### src/rtl/vm_pkg.sv
// Shared vending-machine definitions: coin denominations, hopper select codes
// and payout controller state encoding.
package vm_pkg;

    localparam int DENOM_5 = 5;
    localparam int DENOM_2 = 2;
    localparam int DENOM_1 = 1;

    localparam logic [2:0] COIN_NONE = 3'b000;
    localparam logic [2:0] COIN_5    = 3'b100;
    localparam logic [2:0] COIN_2    = 3'b010;
    localparam logic [2:0] COIN_1    = 3'b001;

    typedef logic [2:0] pay_state_t;

    localparam pay_state_t ST_IDLE     = 3'd0;
    localparam pay_state_t ST_SELECT   = 3'd1;
    localparam pay_state_t ST_DISPENSE = 3'd2;
    localparam pay_state_t ST_DONE     = 3'd3;
    localparam pay_state_t ST_FAULT    = 3'd4;

endpackage

### src/rtl/ack_timer.sv
// Loadable down-counter; expire flags terminal count while counting is enabled.
module ack_timer #(
    parameter int W = 5
) (
    input  logic         clk,
    input  logic         reset,
    input  logic         load,
    input  logic         en,
    input  logic [W-1:0] load_val,
    output logic         expire
);

    logic [W-1:0] count;

    always_ff @(posedge clk or posedge reset) begin
        if (reset) begin
            count <= '0;
        end else if (load) begin
            count <= load_val;
        end else if (en && (count != '0)) begin
            count <= count - 1'b1;
        end
    end

    assign expire = en && (count == '0);

endmodule

### src/rtl/change_payout_ctrl.sv
// Change payout controller: pays a requested amount with greedy 5/2/1 coins,
// one hopper request at a time, with a per-coin ack timeout.
//
// state    | meaning
// ---------+-----------------------------------------------
// IDLE     | ready for a request
// SELECT   | pick largest coin that fits remaining
// DISPENSE | coin_req held, waiting for hopper ack
// DONE     | one-cycle done pulse
// FAULT    | hopper timed out, locked until reset
module change_payout_ctrl
    import vm_pkg::*;
#(
    parameter int ACK_TIMEOUT = 16,
    parameter int AMT_W       = 8
) (
    input  logic             clk,
    input  logic             reset,
    input  logic             pay_valid,
    input  logic [AMT_W-1:0] pay_amount,
    output logic             pay_ready,
    output logic [2:0]       coin_req,
    input  logic             coin_ack,
    output logic [AMT_W-1:0] paid_total,
    output logic             done,
    output logic             fault
);

    localparam int TMR_W = $clog2(ACK_TIMEOUT + 1);

    pay_state_t       state;
    logic [AMT_W-1:0] remaining;
    logic [AMT_W-1:0] cur_denom;
    logic [2:0]       sel_coin;
    logic             tmr_expire;

    always_comb begin
        sel_coin = COIN_1;
        if (remaining >= AMT_W'(DENOM_5)) begin
            sel_coin = COIN_5;
        end else if (remaining >= AMT_W'(DENOM_2)) begin
            sel_coin = COIN_2;
        end
    end

    // The denomination in flight is recovered from the held hopper select.
    always_comb begin
        cur_denom = AMT_W'(DENOM_1);
        if (coin_req[2]) begin
            cur_denom = AMT_W'(DENOM_5);
        end else if (coin_req[1]) begin
            cur_denom = AMT_W'(DENOM_2);
        end
    end

    ack_timer #(.W(TMR_W)) u_ack_timer (
        .clk      (clk),
        .reset    (reset),
        .load     (state == ST_SELECT),
        .en       (state == ST_DISPENSE),
        .load_val (TMR_W'(ACK_TIMEOUT - 1)),
        .expire   (tmr_expire)
    );

    always_ff @(posedge clk or posedge reset) begin
        if (reset) begin
            state      <= ST_IDLE;
            remaining  <= '0;
            paid_total <= '0;
            coin_req   <= COIN_NONE;
        end else begin
            case (state)
                ST_IDLE: begin
                    if (pay_valid) begin
                        remaining  <= pay_amount;
                        paid_total <= '0;
                        state      <= (pay_amount == '0) ? ST_DONE : ST_SELECT;
                    end
                end
                ST_SELECT: begin
                    coin_req <= sel_coin;
                    state    <= ST_DISPENSE;
                end
                ST_DISPENSE: begin
                    // An ack on the expiring cycle still counts as delivered.
                    if (coin_ack) begin
                        remaining  <= remaining - cur_denom;
                        paid_total <= paid_total + cur_denom;
                        coin_req   <= COIN_NONE;
                        state      <= (remaining == cur_denom) ? ST_DONE : ST_SELECT;
                    end else if (tmr_expire) begin
                        coin_req <= COIN_NONE;
                        state    <= ST_FAULT;
                    end
                end
                ST_DONE: begin
                    state <= ST_IDLE;
                end
                ST_FAULT: begin
                    state <= ST_FAULT;
                end
                default: begin
                    state    <= ST_IDLE;
                    coin_req <= COIN_NONE;
                end
            endcase
        end
    end

    assign pay_ready = (state == ST_IDLE);
    assign done      = (state == ST_DONE);
    assign fault     = (state == ST_FAULT);

endmodule
### config.mk
export PLATFORM = sky130hd
export DESIGN_NAME = change_payout_ctrl
export DESIGN_NICKNAME = d
export VERILOG_FILES = /design/src/rtl/vm_pkg.sv /design/src/rtl/ack_timer.sv /design/src/rtl/change_payout_ctrl.sv
export SDC_FILE = /design/constraint.sdc
export NUM_CORES = 1
export LEC_CHECK = 0
export CAP_MARGIN = 15
export CORE_MARGIN = 2
export CORE_UTILIZATION = 35
export DETAILED_ROUTE_END_ITERATION = 8
export GPL_ROUTABILITY_DRIVEN = 0
export PLACE_DENSITY = 0.59
export SYNTH_ARGS = -nofsm -noshare
export SYNTH_HDL_FRONTEND = slang
export SYNTH_SLANG_ARGS = --single-unit
### constraint.sdc
create_clock -name clk -period 2.51 [get_ports clk]
set_clock_uncertainty 0.05 [all_clocks]
set_input_delay 0.251 -clock clk [delete_from_list [all_inputs] [get_ports clk]]
set_output_delay 0.251 -clock clk [all_outputs]
set_load 0.01 [all_outputs]
==> results of run 1 <==
## synth_stat cells, drive strengths merged, types with 3 or more instances
master	count
a211oi	3
a21o	3
a21oi	11
a2bb2oi	3
a31oi	4
buf	7
clkbuf	3
dfrtp	27
ha	7
inv	13
nand2	24
nand3	9
nand4	3
nor2	10
nor3	4
nor3b	4
nor4	3
o211ai	4
o21ai	10
o22ai	3
or3	3
xnor2	3
## cells by family (layout without fill, tap and decap cells)
kind of cell    after synthesis  count (layout)  synth area share
simple gates                 70              70             0.213
mux                           3               3            0.0186
compound gates               50              50             0.199
buf+inv                      23              47            0.0655
fa+ha+maj                     9               9            0.0759
xor+xnor                      5               5            0.0261
flops                        27              27             0.402
## state kept, by name (all words and copies together), names as in the netlist
signal and cells:
u_ack_timer.count 5, paid_total 8, coin_req 3, remaining 8, state 3
## layout make-up
class / count / area (um^2) / share of cell area
multi-input combinational: 137 / 895 / 0.443
sequential: 27 / 676 / 0.335
inverter: 13 / 48.8 / 0.0242
tap: 54 / 67.6 / 0.0335
clock buffer: 4 / 45.0 / 0.0223
timing repair buffer: 30 / 288 / 0.143
## metal layers
metal | global-route usage | vias up | share of wire
met5 | 0 | - | 0
met4 | 0.0646 | 0 | 0.023
met3 | 0.0219 | 7 | 0.026
met2 | 0.245 | 25 | 0.49
met1 | 0.205 | 686 | 0.46
li1 | - | 729 | -
## power groups by stage
| stage | logic (uW) | clock network (uW) | registers, uW |
|---|---|---|---|
| final | 970 | 254 | 726 |
| after global routing | 1100 | 279 | 747 |
| after CTS | 977 | 265 | 723 |
| after detailed placement | 974 | 0 | 731 |
| after global placement | 979 | 0 | 729 |
| after floorplan | 743 | 0 | 681 |
## layout by cell type (no fill, tap or decap), types with 2 or more instances in the layout
cell	Yosys	routed
sky130_fd_sc_hd__dfrtp_1	27	27
sky130_fd_sc_hd__clkdlybuf4s50_1	0	25
sky130_fd_sc_hd__nand2_1	24	24
sky130_fd_sc_hd__inv_1	12	12
sky130_fd_sc_hd__a21oi_1	11	11
sky130_fd_sc_hd__nor2_1	10	10
sky130_fd_sc_hd__o21ai_0	10	10
sky130_fd_sc_hd__nand3_1	9	9
sky130_fd_sc_hd__ha_1	7	7
sky130_fd_sc_hd__buf_4	0	5
sky130_fd_sc_hd__nor3_1	4	4
sky130_fd_sc_hd__a31oi_1	4	4
sky130_fd_sc_hd__or3_1	3	3
sky130_fd_sc_hd__a21o_1	3	3
sky130_fd_sc_hd__nand4_1	3	3
sky130_fd_sc_hd__o211ai_1	3	3
sky130_fd_sc_hd__o22ai_1	3	3
sky130_fd_sc_hd__nor4_1	3	3
sky130_fd_sc_hd__xnor2_1	3	3
sky130_fd_sc_hd__a2bb2oi_1	3	3
sky130_fd_sc_hd__a211oi_1	3	3
sky130_fd_sc_hd__nor3b_1	3	3
sky130_fd_sc_hd__clkbuf_8	1	3
sky130_fd_sc_hd__mux2i_1	2	2
sky130_fd_sc_hd__or4_1	2	2
sky130_fd_sc_hd__o31ai_1	2	2
sky130_fd_sc_hd__a32o_1	2	2
sky130_fd_sc_hd__nand2b_1	2	2
sky130_fd_sc_hd__xor2_1	2	2
sky130_fd_sc_hd__fa_1	2	2
## worst register-to-register path, cell delays in order, from the launching register on
cell and delay (ps):
sky130_fd_sc_hd__dfrtp_1 400, sky130_fd_sc_hd__inv_1 70, sky130_fd_sc_hd__nand2_1 190, sky130_fd_sc_hd__ha_1 230
sky130_fd_sc_hd__inv_1 60, sky130_fd_sc_hd__fa_1 390, sky130_fd_sc_hd__a211oi_1 340, sky130_fd_sc_hd__nand2_1 120
sky130_fd_sc_hd__a21oi_1 160, sky130_fd_sc_hd__a2bb2oi_1 150
## metrics by stage
stage	cells	hold slack, ps
after floorplan	187	254
after global placement	261	434
after detailed placement	261	438
after CTS	265	296
after global routing	265	323
final	265	281
## worst max-delay path by stage
stage	start	endpoint	depth (start not counted)
after floorplan	coin_req[2]$_DFFE_PP0P_	remaining[6]$_DFFE_PP0P_	9
after CTS	coin_req[2]$_DFFE_PP0P_	remaining[6]$_DFFE_PP0P_	9
after global placement	coin_req[2]$_DFFE_PP0P_	remaining[6]$_DFFE_PP0P_	9
final	coin_req[2]$_DFFE_PP0P_	remaining[6]$_DFFE_PP0P_	9
after global routing	coin_req[2]$_DFFE_PP0P_	remaining[6]$_DFFE_PP0P_	9
after detailed placement	coin_req[2]$_DFFE_PP0P_	remaining[6]$_DFFE_PP0P_	9
==> metrics, run 1 <==
CP cell instances inv_1, nand2_1, ha_1, inv_1, fa_1, a211oi_1, nand2_1, a21oi_1, a2bb2oi_1; post-synth net total 208; worst path bufs/invs 2; Crit Path Class reg -> reg; switching share of power 0.431; Power Dens Cells around 970 nW/um^2; clock insertion delay at the later pin of the skew report 280 ps; antenna diode count 0; average cell area after synthesis between 8 and 9 um^2; switching power total 840 uW; slowest cell on the critical path sky130_fd_sc_hd__dfrtp_1; final worst slack roughly 270 ps; CTS tree yes; peak supply drop ~0.27 mV; DIE AREA roughly 5400 um^2; FILL cells 455; largest fanout on the critical path 5; Post-synth EDFFs 0; Critical Path Max Stage Delay roughly 400 ps; top flip-flop cell by instance count after synthesis sky130_fd_sc_hd__dfrtp_1; Worst Path Required about 2700 ps; setup repair bufs after CTS 0; Max-Slew Margin vs Limit 0.659; synthesized area about 1700 um^2; max cap viols 0; share of flip-flops with an asynchronous set or reset after synthesis 1.00; leakage power of the design ~0.00087 uW; top-level I/O count 26; portion of total power attributed to sequential cells 0.372; Placed Area roughly 2000 um^2; worst-case register-to-register setup slack about 270 ps; library cells used by synthesis 47; count of hold-fix buffers inserted at cts 0; cell family with the largest share of critical-path delay compound AO/OA/AOI/OAI gates; cell count of the worst reg-to-reg path 9; share of the synthesized area in the top cell type 0.402; TritonCTS buffer count 3; final number of max-transition violations 0; row cnt 25; global-route wire length before repair roughly 6300 um; top post-synthesis cells by area sky130_fd_sc_hd__dfrtp_1, sky130_fd_sc_hd__nand2_1, sky130_fd_sc_hd__ha_1, sky130_fd_sc_hd__a21oi_1, sky130_fd_sc_hd__o21ai_0; final net count ~230; maximum clock path buffer count 2; Post-Place Worst Slack 295 ps; RSZ-0062 raised after global routing no; aggregate global-route resource usage 0.152; via count of the first global-routing pass about 1300; setup TNS 0 ps; outcome finished, final reports clean; cell type with the largest total area after synthesis sky130_fd_sc_hd__dfrtp_1; Clk pin slew, worst setup/hold paths 90 ps; area growth from synthesis to layout 20.2%; detailed-route wire length per cell 14.4 um; antenna violations before repair 0; final setup violation count 0; Avg Vias per Cell approximately 5.5; total wire length 3830 um; Post-CTS Resized 0; Root Buffer Master sky130_fd_sc_hd__clkbuf_8; final period demand of the worst path 2240 ps; Die W between 70 and 80 um; largest net degree at the start of global routing 28; internal power roughly 1100 uW; remaining antenna violation count after routing 0; Period Utilization, post-route 0.891; endpoint of the worst register-to-register path remaining[6]$_DFFE_PP0P_; Setup crit start kind register; DRC marker count from the first detailed-route iteration 80; Comb power frac 0.497; DRC violation count after routing 0; level count of the clock H-tree 1; grt total ovfl 0; initial core utilization 0.361; router iterations before antenna repair 4; worst hold path type in -> async; Final Hold Viols 0; maximum clock rate around 450 MHz; ratio of cells with drive above 1 in the final layout 0.0569; Yosys warnings 0; Vert. Die Dim roughly 73 um; Worst EP arrival between 2000 and 2500 ps; utilization after layout 0.433; total vias in the final route roughly 1400; proportion of synthesized chip area in sequential cells 0.402; overall power after layout ~2000 uW; Gate Count Post-Synth roughly 190; crit end category register; FF-to-FF Start coin_req[2]$_DFFE_PP0P_; number of synthesized register bits 27; post-route cell area 2020 um^2; post-detail-place hpwl approximately 2900 um; Clk network pwr share 0.130; total clock sinks 27; slew of the pin with the lowest slew margin ~500 ps; # port buffers 25; core area ~4700 um^2
Note: power is estimated with default switching activity, not from simulation.
==> run 2: changes to the inputs <==
- clock period: 2.51 -> 2.9 ns (I/O delays scaled with it)
==> run 2 against run 1 <==
First-iteration DRC count fell by 8.8%. Global-route usage rose by 0.31 points. Setup slack improved by 280 ps. Die area did not move. Via count fell by 0.21%. Final cell count fell by 1.1%. Highest routed layer unchanged.
==> metrics, run 2 (synthesis results as in run 1) <==
Worst Path Required 3050 ps (+380 ps); CP cell instances inv_1, nand2_1, ha_1, inv_1, fa_1, a211oi_1, nand2_1, a21oi_1, a2bb2oi_1; Comb power frac 0.487 (-0.010); total vias in the final route 1444 (-0.21%); Critical Path Max Stage Delay 420 ps (+20 ps); top-level I/O count 26 (unchanged); Crit Path Class reg -> reg; Clk network pwr share 0.137 (+0.007); post-route cell area 2000 um^2 (-1.1%); Power Dens Cells 835 nW/um^2 (-14%); via count of the first global-routing pass 1402 (+7.3%); worst hold slack 310 ps (+29.1 ps); level count of the clock H-tree 1 (unchanged); Period Utilization, post-route 0.807 (-0.0834); DIE AREA 5370 um^2 (unchanged); maximum clock rate 427 MHz (-4.5%); Setup crit start kind register; total wire length 3920 um (+2.3%); initial core utilization 0.361 (unchanged); count of hold-fix buffers inserted at cts 0 (unchanged); DRC violation count after routing 0 (unchanged); Post-Place Worst Slack 568 ps (+273 ps); Placed Area 1950 um^2 (-1.1%); Die W 73.3 um (unchanged); RSZ-0062 raised after global routing no; aggregate global-route resource usage 0.156 (+0.00307); worst hold path type in -> async; Clk pin slew, worst setup/hold paths 100 ps (about the same); row cnt 25 (unchanged); portion of total power attributed to sequential cells 0.376 (+0.004); antenna violations before repair 0 (unchanged); total clock sinks 27 (unchanged); global-route wire length before repair 6500 um (+3.9%); FILL cells 469 (+3.1%); antenna diode count 0 (unchanged); ratio of cells with drive above 1 in the final layout 0.0481 (-0.00880); leakage power of the design 0.000856 uW (-1.3%); Final Hold Viols 0 (unchanged); Post-CTS Resized 0 (unchanged); peak supply drop 0.230 mV (-15%); overall power after layout 1670 uW (-14%); maximum clock path buffer count 2 (unchanged); register area 676 um^2 (unchanged); slowest cell on the critical path sky130_fd_sc_hd__dfrtp_1; clock insertion delay at the later pin of the skew report 280 ps (about the same); final period demand of the worst path 2340 ps (+106 ps); crit end category register; CTS tree yes; setup TNS 0 ps (unchanged); most used cells in the layout excluding fill and tap cells sky130_fd_sc_hd__dfrtp_1, sky130_fd_sc_hd__clkdlybuf4s50_1, sky130_fd_sc_hd__nand2_1; switching share of power 0.435 (+0.00426); remaining antenna violation count after routing 0 (unchanged); setup repair bufs after CTS 0 (unchanged); final worst slack 559 ps (+284 ps); Vert. Die Dim 73.3 um (unchanged); max cap viols 0 (unchanged); Worst EP arrival 2490 ps (+100 ps); Top Registers paid_total: 8 flops, remaining: 8 flops, u_ack_timer.count: 5 flops; final net count 230 (-1.3%); # port buffers 25 (unchanged); area growth from synthesis to layout 18.9%; DRC marker count from the first detailed-route iteration 73 (-8.8%); post-detail-place hpwl 2850 um (-0.36%); largest net degree at the start of global routing 28 (unchanged); internal power 943 uW (-15%); slew of the pin with the lowest slew margin 631 ps (+125 ps); grt total ovfl 0 (unchanged); Avg Vias per Cell 5.51 (+0.94%); multi-input combinational cell area 895 um^2 (unchanged); commonest non-fill, non-tap cell in the layout sky130_fd_sc_hd__dfrtp_1; final setup violation count 0 (unchanged); router iterations before antenna repair 4 (unchanged); detailed-route wire length per cell 14.9 um (+3.5%); switching power total 726 uW (-14%); outcome finished, final reports clean; largest fanout on the critical path 5 (unchanged); Max-Slew Margin vs Limit 0.580 (-0.0795); core area 4660 um^2 (unchanged); Root Buffer Master sky130_fd_sc_hd__clkbuf_8; TritonCTS buffer count 3 (unchanged); final number of max-transition violations 0 (unchanged)
==> run 2: power by group through the flow <==
| stage | logic, uW | clock network (uW) | registers, uW |
|---|---|---|---|
| floorplan | 643 | 0 | 589 |
| global placement | 810 | 0 | 638 |
| finish | 813 | 228 | 628 |
| detailed placement | 814 | 0 | 638 |
| global route | 922 | 245 | 653 |
| CTS | 816 | 231 | 629 |
==> run 2: metal layers <==
| metal | up-vias | GRT usage | wire, um |
|---|---|---|---|
| met5 | - | 0 | 0 |
| met4 | 0 | 0.0626 | 61 |
| met3 | 4 | 0.0206 | 80 |
| met2 | 16 | 0.262 | 1890 |
| met1 | 703 | 0.201 | 1890 |
| li1 | 721 | - | - |
==> run 2: layout make-up <==
cell class / count / area share
clock buffers: 3 / 0.0207
clock inverters: 1 / 0.00250
inverters: 13 / 0.0244
multi-input cells: 137 / 0.448
flip-flops and latches: 27 / 0.338
well taps: 54 / 0.0338
repair buffers: 27 / 0.133
==> run 2: worst max-delay path, delay by kind of cell (launching register included) <==
family	cells	cell delay (ps)
compound gates	3	690
fa+ha+maj	2	640
buf+inv	2	150
flops	1	420
simple gates	2	320
==> run 2: worst paths after layout <==
check	start	slack, ps	endpoint	cells past startpoint
worst max-delay path	coin_req[2]$_DFFE_PP0P_	560	remaining[6]$_DFFE_PP0P_	9
worst min register to register	u_ack_timer.count[4]$_DFFE_PP0P_	460	u_ack_timer.count[4]$_DFFE_PP0P_	2
max in group asynchronous	reset	2230	remaining[0]$_DFFE_PP0P_	3
min in group clk	u_ack_timer.count[4]$_DFFE_PP0P_	460	u_ack_timer.count[4]$_DFFE_PP0P_	2
worst max register to register	coin_req[2]$_DFFE_PP0P_	560	remaining[6]$_DFFE_PP0P_	9
worst min-delay path	reset	310	paid_total[3]$_DFFE_PP0P_	3
==> run 2: stage by stage <==
stage	utilization	std cells
3_5_place_dp	0.419	258
6_report	0.429	262
2_1_floorplan	-	187
5_1_grt	0.429	262
4_1_cts	0.429	262
3_3_place_gp	0.419	258
==> run 3: changes to the inputs <==
- PLACE_DENSITY: 0.59 -> 0.61
- clock period: 2.9 -> 2.1 ns (I/O delays scaled with it)
==> run 3 against run 2 <==
Register-to-register slack worse by 400 ps. Clock power rose by 30%. Final area rose by 6.1%. Setup slack got worse by 460 ps. Wire length grew 1.1%. Final cell count is 5.0% higher. Total power up 49%. Sequential share of layout area shrank 2.0 points. Non-clock buffer count rose by 13. Highest routed layer unchanged.
==> metrics, run 3 (synthesis results as in run 1) <==
antenna violations before repair 0 (unchanged); total vias in the final route 1466 (+1.5%); Die W 73.3 um (unchanged); detailed-route wire length per cell 14.4 um (-3.7%); Critical Path Max Stage Delay 610 ps (+190 ps); CTS tree yes; remaining antenna violation count after routing 0 (unchanged); Power Dens Cells 1170 nW/um^2 (+41%); commonest non-fill, non-tap cell in the layout sky130_fd_sc_hd__dfrtp_1; CP cell instances nor3_1, clkdlybuf4s50_1; final period demand of the worst path approximately 2000 ps; DIE AREA 5370 um^2 (unchanged); final net count 243 (+5.7%); largest net degree at the start of global routing 28 (unchanged); Global Route met3 Usage 0.0206 (unchanged); RSZ-0062 raised after global routing no; post-route cell area 2120 um^2 (+6.1%); core area 4660 um^2 (unchanged); setup repair bufs after CTS 0 (unchanged); met2 track demand over resource 0.253 (-0.00901); Max-Slew Margin vs Limit 0.713 (+0.133); most used cells in the layout excluding fill and tap cells sky130_fd_sc_hd__dfrtp_1, sky130_fd_sc_hd__clkdlybuf4s50_1, sky130_fd_sc_hd__nand2_1; outcome finished, final reports clean; DRC violation count after routing 0 (unchanged); worst path bufs/invs 1 (-1); maximum clock rate between 500 and 600 MHz; row cnt 25 (unchanged); worst-case register-to-register setup slack 160 ps (-400 ps); largest fanout on the critical path 11 (+6); ratio of cells with drive above 1 in the final layout 0.122 (+0.0741); Vert. Die Dim 73.3 um (unchanged); Final Hold Viols 0 (unchanged); Avg Vias per Cell 5.33 (-3.3%); maximum clock path buffer count 2 (unchanged); grt total ovfl 0 (unchanged); Root Buffer Master sky130_fd_sc_hd__clkbuf_8; count of hold-fix buffers inserted at cts 0 (unchanged); global routing usage on met1 0.234 (+0.0328); total clock sinks 27 (unchanged); worst hold path type in -> async; FILL cells 478 (+1.9%); DRC marker count from the first detailed-route iteration 74 (+1.4%); area growth from synthesis to layout 26.2%; router iterations before antenna repair 4 (unchanged); Worst EP arrival 1740 ps (-750 ps); non-filler cells in the finished layout 275 (+5.0%); highest-utilization routing layer at the global route stage met2; crit end category primary output; initial core utilization 0.361 (unchanged); post-detail-place hpwl 2940 um (+3.1%); Crit Path Class reg -> out; total wire length 3960 um (+1.1%); top-level I/O count 26 (unchanged); peak supply drop 0.394 mV (+71%); Worst Path Required 1840 ps (-1210 ps); global-route wire length before repair 6820 um (+5.0%); level count of the clock H-tree 1 (unchanged); Placed Area 2050 um^2 (+5.0%); final number of max-transition violations 0 (unchanged); max cap viols 0 (unchanged); slowest cell on the critical path sky130_fd_sc_hd__clkdlybuf4s50_1; Period Utilization, post-route 0.951; Setup crit start kind register; cell total after placement 271 (+5.0%); final setup violation count 0 (unchanged); cell family with the largest share of critical-path delay buffers and inverters; # port buffers 25 (unchanged); via count of the first global-routing pass 1404 (+0.14%); leakage power of the design 0.000927 uW (+8.2%); slew of the pin with the lowest slew margin 430 ps (-201 ps); utilization after layout 0.455 (+0.0263); aggregate global-route resource usage 0.163 (+0.00770); TritonCTS buffer count 3 (unchanged); setup TNS 0 ps (unchanged); Top Registers paid_total: 8 flops, remaining: 8 flops, u_ack_timer.count: 5 flops; antenna diode count 0 (unchanged); clock insertion delay at the later pin of the skew report 270 ps (about the same); worst hold slack 232 ps (-78.3 ps); Clk pin slew, worst setup/hold paths 90 ps (about the same)
-- run 3: cell types whose count changed in the layout (fill, tap and decap cells not counted), sizes merged --
cell | previous run | this run
buf | 2 | 15
-- run 3: per-stage QoR --
stage               worst slack [ps]  power (uW)
floorplan                       28.5        1700
global placement                54.9        2140
detailed placement             -1.01        2140
CTS                             40.4        2460
global route                    4.89        2720
finish                           102        2490
-- run 3: routing by layer --
| layer | vias to the layer above | routed length, um |
|---|---|---|
| li1 | 745 | - |
| met1 | 684 | 1990 |
| met2 | 31 | 1810 |
| met3 | 6 | 90 |
| met4 | 0 | 71 |
| met5 | - | 0 |
-- run 3: worst paths after layout --
| path | start | endpoint | depth (start not counted) |
|---|---|---|---|
| setup / recovery | state[2]$_DFFE_PP0P_ | pay_ready | 2 |
| hold reg to reg | u_ack_timer.count[4]$_DFFE_PP0P_ | u_ack_timer.count[4]$_DFFE_PP0P_ | 2 |
| setup reg to reg | coin_req[2]$_DFFE_PP0P_ | remaining[6]$_DFFE_PP0P_ | 9 |
| min in group clk | u_ack_timer.count[4]$_DFFE_PP0P_ | u_ack_timer.count[4]$_DFFE_PP0P_ | 2 |
| hold / removal | reset | paid_total[5]$_DFFE_PP0P_ | 3 |
| max in group asynchronous | reset | remaining[6]$_DFFE_PP0P_ | 3 |
-- run 3: report_power, final --
part / switching [uW] / leakage [uW] / internal [uW]
Sequential: 185 / 0.000333 / 666
Combinational: 704 / 0.000569 / 639
Clock: 164 / 0.0000255 / 133
-- run 3: repair_timing --
action                                  4_1_cts  5_1_grt
gates resized for setup                       1        6
endpoints found under the setup margin        1        7
pin swaps                                     0        1
-- run 3: final cells by class --
type / count / area, um^2 / share of cell area
sequential: 27 / 676 / 0.319
tap: 54 / 67.6 / 0.0319
multi-input combinational: 137 / 920 / 0.434
inverter: 13 / 48.8 / 0.0230
timing repair buffer: 40 / 363 / 0.171
clock inverter: 1 / 5.00 / 0.00236
clock buffer: 3 / 41.3 / 0.0195
-- run 3: worst min-delay path: stages --
cell,delay (ps)
sky130_fd_sc_hd__clkdlybuf4s50_1,390
sky130_fd_sc_hd__inv_1,50
sky130_fd_sc_hd__buf_4,320
